===== config.mk =====
export PLATFORM = sky130hd
export DESIGN_NAME = a23_copro_master
export DESIGN_NICKNAME = d
export VERILOG_FILES = /design/src/rtl/a23_copro_pkg.sv /design/src/rtl/a23_copro_master.sv
export SDC_FILE = /design/constraint.sdc
export NUM_CORES = 1
export LEC_CHECK = 0
export BUFFER_PORTS_ARGS = -buffer_cell sky130_fd_sc_hd__buf_4
export CAP_MARGIN = 10
export CORE_UTILIZATION = 40
export CTS_CLUSTER_SIZE = 28
export DETAILED_ROUTE_END_ITERATION = 10
export PLACE_DENSITY = 0.71
export SYNTH_ARGS = -nofsm -noshare
export SYNTH_HDL_FRONTEND = slang
export SYNTH_SLANG_ARGS = --single-unit

===== constraint.sdc =====
create_clock -name i_clk -period 3.05 [get_ports i_clk]
set_clock_uncertainty 0.05 [all_clocks]
set_input_delay 0.61 -clock i_clk [delete_from_list [all_inputs] [get_ports i_clk]]
set_output_delay 0.61 -clock i_clk [all_outputs]
set_load 0.02 [all_outputs]

===== src/rtl/a23_copro_pkg.sv =====
`default_nettype none
// ============================================================================
//  Module   : a23_copro_pkg
//  Purpose  : CP15 operation encodings, register indices and the request
//             legality check shared by the coprocessor and its master.
//  Revision : 1.0 - initial release
// ============================================================================
package a23_copro_pkg;

    localparam logic [1:0] c_OP_IDLE = 2'd0;
    localparam logic [1:0] c_OP_MRC  = 2'd1;
    localparam logic [1:0] c_OP_MCR  = 2'd2;

    localparam logic [3:0] c_CP15_NUM = 4'd15;

    localparam logic [3:0] c_CRN_ID            = 4'd0;
    localparam logic [3:0] c_CRN_CACHE_FLUSH   = 4'd1;
    localparam logic [3:0] c_CRN_CACHE_CTRL    = 4'd2;
    localparam logic [3:0] c_CRN_CACHEABLE     = 4'd3;
    localparam logic [3:0] c_CRN_UPDATEABLE    = 4'd4;
    localparam logic [3:0] c_CRN_DISRUPTIVE    = 4'd5;
    localparam logic [3:0] c_CRN_FAULT_STATUS  = 4'd6;
    localparam logic [3:0] c_CRN_FAULT_ADDRESS = 4'd7;

    typedef enum logic [1:0] {
        ST_IDLE    = 2'd0,
        ST_ISSUE   = 2'd1,
        ST_CAPTURE = 2'd2,
        ST_RESP    = 2'd3
    } copro_state_t;

    // Register 1 is a write-only flush trigger; 6 and 7 are read-only fault info.
    function automatic logic copro_req_supported(input logic write, input logic [3:0] crn);
        if (write) begin
            return (crn >= c_CRN_CACHE_FLUSH) && (crn <= c_CRN_DISRUPTIVE);
        end
        return (crn == c_CRN_ID) ||
               ((crn >= c_CRN_CACHE_CTRL) && (crn <= c_CRN_FAULT_ADDRESS));
    endfunction

endpackage
`default_nettype wire


===== src/rtl/a23_copro_master.sv =====
`default_nettype none
// ============================================================================
//  Module   : a23_copro_master
//  Purpose  : Turns single valid/ready host requests into one sampled CP15
//             MRC/MCR operation and returns a valid/ready response.
//  Revision : 1.0 - initial release
// ============================================================================
module a23_copro_master
    import a23_copro_pkg::*;
(
    input  logic        i_clk,
    input  logic        i_rst,
    input  logic        i_req_valid,
    output logic        o_req_ready,
    input  logic        i_req_write,
    input  logic [3:0]  i_req_crn,
    input  logic [31:0] i_req_wdata,
    output logic        o_rsp_valid,
    input  logic        i_rsp_ready,
    output logic [31:0] o_rsp_rdata,
    output logic        o_rsp_err,
    input  logic        i_fetch_stall,
    output logic [1:0]  o_copro_operation,
    output logic [3:0]  o_copro_crn,
    output logic [3:0]  o_copro_crm,
    output logic [2:0]  o_copro_opcode1,
    output logic [2:0]  o_copro_opcode2,
    output logic [3:0]  o_copro_num,
    output logic [31:0] o_copro_write_data,
    input  logic [31:0] i_copro_read_data
);

    copro_state_t r_state_q,       w_state_d;
    logic         r_req_ready_q,   w_req_ready_d;
    logic         r_rsp_valid_q,   w_rsp_valid_d;
    logic         r_rsp_err_q,     w_rsp_err_d;
    logic [31:0]  r_rsp_rdata_q,   w_rsp_rdata_d;
    logic [1:0]   r_op_q,          w_op_d;
    logic [3:0]   r_crn_q,         w_crn_d;
    logic [31:0]  r_wdata_q,       w_wdata_d;
    logic         r_write_q,       w_write_d;

    always_comb begin
        w_state_d     = r_state_q;
        w_req_ready_d = r_req_ready_q;
        w_rsp_valid_d = r_rsp_valid_q;
        w_rsp_err_d   = r_rsp_err_q;
        w_rsp_rdata_d = r_rsp_rdata_q;
        w_op_d        = r_op_q;
        w_crn_d       = r_crn_q;
        w_wdata_d     = r_wdata_q;
        w_write_d     = r_write_q;

        case (r_state_q)
            ST_IDLE: begin
                if (i_req_valid && r_req_ready_q) begin
                    w_req_ready_d = 1'b0;
                    w_write_d     = i_req_write;
                    w_crn_d       = i_req_crn;
                    w_wdata_d     = i_req_wdata;
                    if (copro_req_supported(i_req_write, i_req_crn)) begin
                        w_state_d = ST_ISSUE;
                        w_op_d    = i_req_write ? c_OP_MCR : c_OP_MRC;
                    end else begin
                        // Rejected requests never reach the coprocessor.
                        w_state_d     = ST_RESP;
                        w_rsp_valid_d = 1'b1;
                        w_rsp_err_d   = 1'b1;
                        w_rsp_rdata_d = 32'd0;
                    end
                end
            end

            ST_ISSUE: begin
                // The coprocessor only samples on an unstalled edge, so hold until then.
                if (!i_fetch_stall) begin
                    w_op_d = c_OP_IDLE;
                    if (r_write_q) begin
                        w_state_d     = ST_RESP;
                        w_rsp_valid_d = 1'b1;
                        w_rsp_err_d   = 1'b0;
                        w_rsp_rdata_d = 32'd0;
                    end else begin
                        w_state_d = ST_CAPTURE;
                    end
                end
            end

            ST_CAPTURE: begin
                w_state_d     = ST_RESP;
                w_rsp_valid_d = 1'b1;
                w_rsp_err_d   = 1'b0;
                w_rsp_rdata_d = i_copro_read_data;
            end

            ST_RESP: begin
                if (i_rsp_ready) begin
                    w_state_d     = ST_IDLE;
                    w_req_ready_d = 1'b1;
                    w_rsp_valid_d = 1'b0;
                    w_rsp_err_d   = 1'b0;
                    w_rsp_rdata_d = 32'd0;
                end
            end

            default: begin
                w_state_d     = ST_IDLE;
                w_req_ready_d = 1'b1;
                w_rsp_valid_d = 1'b0;
                w_op_d        = c_OP_IDLE;
            end
        endcase
    end

    always_ff @(posedge i_clk or posedge i_rst) begin
        if (i_rst) begin
            r_state_q     <= ST_IDLE;
            r_req_ready_q <= 1'b1;
            r_rsp_valid_q <= 1'b0;
            r_rsp_err_q   <= 1'b0;
            r_rsp_rdata_q <= 32'd0;
            r_op_q        <= c_OP_IDLE;
            r_crn_q       <= 4'd0;
            r_wdata_q     <= 32'd0;
            r_write_q     <= 1'b0;
        end else begin
            r_state_q     <= w_state_d;
            r_req_ready_q <= w_req_ready_d;
            r_rsp_valid_q <= w_rsp_valid_d;
            r_rsp_err_q   <= w_rsp_err_d;
            r_rsp_rdata_q <= w_rsp_rdata_d;
            r_op_q        <= w_op_d;
            r_crn_q       <= w_crn_d;
            r_wdata_q     <= w_wdata_d;
            r_write_q     <= w_write_d;
        end
    end

    assign o_req_ready        = r_req_ready_q;
    assign o_rsp_valid        = r_rsp_valid_q;
    assign o_rsp_err          = r_rsp_err_q;
    assign o_rsp_rdata        = r_rsp_rdata_q;
    assign o_copro_operation  = r_op_q;
    assign o_copro_crn        = r_crn_q;
    assign o_copro_write_data = r_wdata_q;
    assign o_copro_crm        = 4'd0;
    assign o_copro_opcode1    = 3'd0;
    assign o_copro_opcode2    = 3'd0;
    assign o_copro_num        = c_CP15_NUM;

endmodule
`default_nettype wire


==> results of run 1 <==
per-stage QoR:
stage	hold slack [ps]	std cells	setup slack, ps	util	area, um^2
2_1_floorplan	422	295	453	-	3420
3_3_place_gp	437	527	803	0.553	4520
3_5_place_dp	443	527	784	0.553	4520
4_1_cts	332	542	777	0.580	4740
5_1_grt	372	542	596	0.580	4740
6_report	315	542	785	0.580	4740
placed cells by master (no fill, tap or decap), types with 4 or more instances in the layout:
| cell type | n |
|---|---|
| buf_4 | 152 |
| dfrtp_1 | 75 |
| nand2_1 | 39 |
| mux2_2 | 37 |
| inv_1 | 37 |
| mux2i_1 | 32 |
| conb_1 | 14 |
| clkbuf_8 | 11 |
| ha_1 | 5 |
| o21ai_0 | 4 |
metal layers:
metal / vias to the layer above / global-route usage
met5: - / 0
met4: 0 / 0.0692
met3: 5 / 0.0688
met2: 103 / 0.276
met1: 1167 / 0.197
li1: 1185 / -
flip-flops by register name, summed over array words and instances, names as in the netlist:
name                count
o_copro_crn             4
o_copro_operation       2
o_copro_write_data     32
o_req_ready             1
o_rsp_err               1
o_rsp_rdata            32
o_rsp_valid             1
r_state_q               2
r_write_q               1
power breakdown:
group / switching, W / internal [W] / total, W
sequential: 0.000277 / 0.00150 / 0.00177
clock: 0.000364 / 0.000500 / 0.000864
combinational: 0.00142 / 0.00124 / 0.00266
synth_stat cells (2+ instances only):
| cell type | count | area share |
|---|---|---|
| dfrtp_1 | 75 | 0.56 |
| nand2_1 | 39 | 0.043 |
| inv_1 | 38 | 0.042 |
| mux2_2 | 37 | 0.12 |
| mux2i_1 | 32 | 0.095 |
| buf_4 | 14 | 0.031 |
| buf_2 | 5 | 0.0074 |
| ha_1 | 5 | 0.019 |
| o21ai_0 | 4 | 0.0059 |
| buf_6 | 3 | 0.010 |
| clkbuf_1 | 3 | 0.0033 |
| nand3_1 | 3 | 0.0045 |
| a21oi_1 | 2 | 0.0030 |
| a22o_1 | 2 | 0.0052 |
| conb_1 | 2 | 0.0022 |
| nor2_1 | 2 | 0.0022 |
cells by family after synthesis:
logic type,Yosys count,share of synthesized area
DFF,76,0.564
muxes,69,0.219
buffers and inverters,63,0.0942
and+or+nand+nor,50,0.0627
AOI/OAI and AO/OA,17,0.0367
adders and majority gates,5,0.0186
other,2,0.00223
xor gates and xnor gates,1,0.00260
critical path, delay by kind of cell, from the launching register on:
| family | cells | cell delay (ps) |
|---|---|---|
| buffers and inverters | 2 | 530 |
| and+or+nand+nor | 1 | 470 |
| DFF | 1 | 450 |
| adders and majority gates | 1 | 340 |
| muxes | 1 | 300 |
area by class of cell:
type | count | area (um^2)
flip-flops and latches | 76 | 1900
clock buffers | 11 | 151
well taps | 105 | 131
repair buffers | 152 | 1140
clock inverters | 4 | 72.6
fillers | 728 | 3430
inverters | 38 | 144
multi-input cells | 156 | 1200
worst max-delay path by stage:
stage                       startpoint                     end  slack (ps)  cells after the start
after floorplan                  i_rst          o_copro_crn[0]         450                      1
after global placement    r_state_q[0]  o_copro_write_data[26]         800                      5
after detailed placement  r_state_q[0]  o_copro_write_data[29]         780                      5
after CTS                 r_state_q[0]  o_copro_write_data[28]         780                      5
after global routing      r_state_q[0]  o_copro_write_data[28]         600                      5
final                     r_state_q[0]  o_copro_write_data[28]         790                      5
==> summary.md, run 1 <==
| Metric | Value |
|---|---|
| Run status | `finished, final reports clean` |
| Reg2reg start | `r_state_q[0]` |
| Top layer in use | `met4` |
| Via Count | `2,460` |
| Reg2reg path depth | `5` |
| Post-synth cell types | `33` |
| HPWL after DPL | `5.41 mm` |
| Critical path cell sequence | `inv_1, ha_1, nand3_2, buf_4, mux2_2` |
| Core Area | `8180 um^2` |
| Die Height | `93.8 um` |
| Worst hold path class | `in -> async` |
| R2R setup slack | `790 ps` |
| Final Hold Viols | `0` |
| Starting DRT DRC Count | `45` |
| Max-Cap Viols | `0` |
| Post-cts sizing count | `0` |
| F_max | `approximately 440 MHz` |
| CTS root buf | `clkbuf_8` |
| H-tree depth | `3` |
| Crit path largest cell delay | `470 ps` |
| Clk sinks | `76` |
| Met3 wire length | `just under 700 um` |
| PortBufs | `approximately 150` |
| Hold_buf cts | `0` |
| Area Growth Syn to Fin | `40.7%` |
| Setup Viol. Count Final | `0` |
| Slew margin rel. | `0.510` |
| WL/cell | `13.3 um` |
| Leak | `2.50 nW` |
| Fraction of registers with async set/reset | `1.00` |
| Global-route wire length before repair | `11.4 mm` |
| Vias in the first global route | `2,487` |
| I/O Pins | `161` |
| Average cell area after synthesis | `11.9 um^2` |
| Final cycle utilization of the critical path | `0.743` |
| Drt via density | `4.54` |
| Initial core utilization | `0.412` |
| WL final | `between 7 and 8 mm` |
| Antenna-violating nets left | `0` |
| Largest net degree at the start of global routing | `43` |
| CTS tree | `yes` |
| CTS max path bufs | `2` |
| Peak VDD IR | `610 uV` |
| Chip Width | `93.8 um` |
| Grt ovf | `0` |
| DR DRC count | `0` |
| Cells after Synth | `283` |
| Flop and latch count out of synthesis | `76` |
| M1 WL | `approximately 3 mm` |
| Yosys Warn Count | `0` |
| Die ar. | `8800 um^2` |
| CP endpoint kind | `register` |
| Met2 WL | `3.48 mm` |
| Worst EP required | `3220 ps` |
| Max Slew Vio Count | `0` |
| Minimum clock period | `2260 ps` |
| Iteration count of the initial detailed-routing pass | `4` |
| Worst-path clk slew | `80 ps` |
| N_diodes | `0` |
| Gr usage total | `0.169` |
| Startpoint Class | `register` |
| Power Total | `around 0.0053 W` |
| Register area share after synthesis | `0.564` |
| Routability cong. | `0.771` |
| R2R Path End | `o_copro_write_data[28]` |
| Post-synth EDFFs | `0` |
| Worst skew pair latency | `340 ps` |
| Worst Max-Slew Pin Slew | `~730 ps` |
| CP Max Fanout | `20` |
| PD cells | `1120 nW/um^2` |
| Final TNS setup | `0 ps` |
| Total setup buffers inserted after CTS | `0` |
| RSZ-0062 raised after global routing | `false` |
| Fin nets | `512` |
| Row count | `33` |
| Most used flip-flop cell after synthesis | `dfrtp_1` |
| Layout cell share with drive strength beyond 1 | `0.478` |
| CTS buffer count | `9` |
| Antenna violations before repair | `0` |
| Critical path type | `reg -> reg` |
| CP max stage cell | `nand3_2` |
| Mapped cell area | `~3400 um^2` |
| Critical path data arrival time | `~2400 ps` |
(Power assumes the default switching activity.)
==> run 2: changes to the inputs <==
--- a/config.mk
+++ b/config.mk
@@ -10,7 +10,7 @@
 export CORE_UTILIZATION = 40
 export CTS_CLUSTER_SIZE = 28
 export DETAILED_ROUTE_END_ITERATION = 10
-export PLACE_DENSITY = 0.71
+export PLACE_DENSITY = 0.73
 export SYNTH_ARGS = -nofsm -noshare
 export SYNTH_HDL_FRONTEND = slang
 export SYNTH_SLANG_ARGS = --single-unit
==> constraint.sdc (replaced) <==
create_clock -name i_clk -period 1.9 [get_ports i_clk]
set_clock_uncertainty 0.05 [all_clocks]
set_input_delay 0.38 -clock i_clk [delete_from_list [all_inputs] [get_ports i_clk]]
set_output_delay 0.38 -clock i_clk [all_outputs]
set_load 0.02 [all_outputs]
==> run 2 against run 1 <==
  * Sequential cell count unchanged
  * Sequential share of layout area down 1.3 points
  * Fmax up 28%
  * Critical endpoint is now r_state_q[1]
  * Register-to-register slack worse by 660 ps
  * Cell count up 1.7%
  * Worst setup slack worse by 660 ps
  * First-iteration DRC count down 4.4%
  * Power up 68%
==> summary.md, run 2 (same netlist as run 1, synthesis figures left out) <==
| Metric | Value |
|---|---|
| Minimum clock period | `1770 ps (was 2260 ps)` |
| Final TNS setup | `0 ps (unchanged)` |
| Most frequent cells in the layout | `buf_4 (156), dfrtp_1 (75), nand2_1 (39) (was buf_4 (152), dfrtp_1 (75), nand2_1 (39))` |
| Reg2reg start | `r_state_q[0] (unchanged)` |
| Area Growth Syn to Fin | `45.4% (was 40.7%)` |
| Iteration count of the initial detailed-routing pass | `4 (unchanged)` |
| Routability cong. | `0.801 (was 0.771)` |
| Final core occ | `0.600 (was 0.580)` |
| F_max | `564 MHz (was 442 MHz)` |
| Initial core utilization | `0.412 (unchanged)` |
| Slew margin rel. | `0.605 (was 0.510)` |
| Grt ovf | `0 (unchanged)` |
| Final Hold Viols | `0 (unchanged)` |
| HPWL after DPL | `5.42 mm (was 5.41 mm)` |
| CTS max path bufs | `2 (unchanged)` |
| Starting DRT DRC Count | `43 (was 45)` |
| Clk sinks | `76 (unchanged)` |
| Worst-path clk slew | `80 ps (about the same)` |
| Worst hold path class | `in -> async (unchanged)` |
| Largest net degree at the start of global routing | `39 (was 43)` |
| Startpoint Class | `register (unchanged)` |
| R2R Path End | `r_state_q[1] (was o_copro_write_data[28])` |
| CP max stage cell | `dfrtp_1 (was nand3_2)` |
| Antenna-violating nets left | `0 (unchanged)` |
| CP endpoint kind | `register (unchanged)` |
| PortBufs | `146 (unchanged)` |
| Die ar. | `8800 um^2 (unchanged)` |
| CP most frequent cell | `buf_4` |
| I/O Pins | `161 (unchanged)` |
| Multi-input gate area | `1230 um^2 (was 1200 um^2)` |
| Max Slew Vio Count | `0 (unchanged)` |
| Global-route wire length before repair | `11.7 mm (was 11.4 mm)` |
| Critical path cell sequence | `buf_4, ha_1, buf_4, a222oi_1, buf_4, o21ai_1, o22ai_1 (was inv_1, ha_1, nand3_2, buf_4, mux2_2)` |
| Worst Max-Slew Pin Slew | `592 ps (was 733 ps)` |
| WL final | `7.36 mm (was 7.22 mm)` |
| H-tree depth | `3 (unchanged)` |
| Final setup margin | `128 ps (was 785 ps)` |
| Antenna violations before repair | `0 (unchanged)` |
| Filler cell count | `697 (was 728)` |
| WL/cell | `13.4 um (was 13.3 um)` |
| Final cycle utilization of the critical path | `0.933 (was 0.743)` |
| Register Area | `1900 um^2 (unchanged)` |
| Via Count | `2,553 (was 2,460)` |
| CTS root buf | `clkbuf_8 (unchanged)` |
| Layout cell share with drive strength beyond 1 | `0.493 (was 0.478)` |
| Chip Width | `93.8 um (unchanged)` |
| Die Height | `93.8 um (unchanged)` |
| Most common cell after layout, fill and taps aside | `buf_4 (unchanged)` |
| DP Worst Slack | `21.1 ps (was 784 ps)` |
| Run status | `finished, final reports clean (unchanged)` |
| Gr usage total | `0.171 (was 0.169)` |
| Critical path type | `reg -> reg (unchanged)` |
| CTS tree | `yes (unchanged)` |
| Worst EP required | `2100 ps (was 3220 ps)` |
| Vias in the first global route | `2,579 (was 2,487)` |
| Crit path largest cell delay | `410 ps (was 470 ps)` |
| Max-Cap Viols | `0 (unchanged)` |
| Core Area | `8180 um^2 (unchanged)` |
| Leak | `2.57 nW (was 2.50 nW)` |
| R2R setup slack | `130 ps (was 790 ps)` |
| Row count | `33 (unchanged)` |
| N_diodes | `0 (unchanged)` |
| Fin nets | `521 (was 512)` |
| CTS buffer count | `9 (unchanged)` |
| DR DRC count | `0 (unchanged)` |
| Critical path data arrival time | `1970 ps (was 2440 ps)` |
| Reg2reg path depth | `7 (was 5)` |
| Setup Viol. Count Final | `0 (unchanged)` |
| Worst skew pair latency | `330 ps (was 340 ps)` |
| Drt via density | `4.63 (was 4.54)` |
| Peak VDD IR | `759 uV (was 610 uV)` |
| PD cells | `1810 nW/um^2 (was 1120 nW/um^2)` |
| CP Max Fanout | `5 (was 20)` |
## run 2: cell types whose count changed in the layout (fill, tap and decap cells not counted), sizes merged
cell      delta
buf          +9
clkinv       -1
clkinvlp     +1
## run 2: per-stage QoR
stage | cell area [um^2] | std cells | hold WS (ps) | total power [W]
2_1_floorplan | 3420 | 295 | 422 | 0.00558
3_3_place_gp | 4620 | 532 | 432 | 0.00731
3_5_place_dp | 4620 | 532 | 428 | 0.00745
4_1_cts | 4850 | 547 | 61.4 | 0.00885
5_1_grt | 4900 | 551 | 78.1 | 0.00948
6_report | 4900 | 551 | 57.7 | 0.00889
## run 2: worst max path at each step
stage	start	end	cells past startpoint
floorplan	r_state_q[0]	o_copro_write_data[18]	7
global placement	r_state_q[1]	o_rsp_err	6
detailed placement	r_state_q[1]	o_rsp_rdata[31]	7
CTS	r_state_q[1]	o_rsp_rdata[31]	7
global route	r_state_q[0]	r_state_q[1]	7
finish	r_state_q[0]	r_state_q[1]	7
## run 2: where the power goes
group	internal, W	leakage (nW)	switching (W)
logic	0.00228	1.48	0.00242
clock network	0.000802	0.111	0.000558
registers	0.00240	0.983	0.000427
total	0.00549	2.57	0.00340
## run 2: layer usage
layer / global-route usage / vias to the layer above / wire, um
met4: 0.0577 / 0 / 57
li1: - / 1206 / -
met5: 0 / - / 0
met2: 0.298 / 105 / 3640
met1: 0.192 / 1237 / 3010
met3: 0.0607 / 5 / 651
## run 2: repair_timing
item                       in CTS  in global routing
pin swaps                       0                  2
setup endpoints to repair       1                 35
setup buffers                   0                  4
hold buffers                    0                  0
gates resized for setup         1                  4
## run 2: critical path: cells and delay by family, from the launching register on
kind | cells | cell delay, ps
adders and majority gates | 1 | 220
AOI/OAI and AO/OA | 3 | 490
buffers and inverters | 3 | 510
DFF | 1 | 410
## run 2: cell type report
type	count	share of cell area
flip-flops and latches	76	0.388
repair buffers	161	0.259
multi-input cells	156	0.250
clock buffers	11	0.0309
inverters	38	0.0299
well taps	105	0.0268
clock inverters	4	0.0148
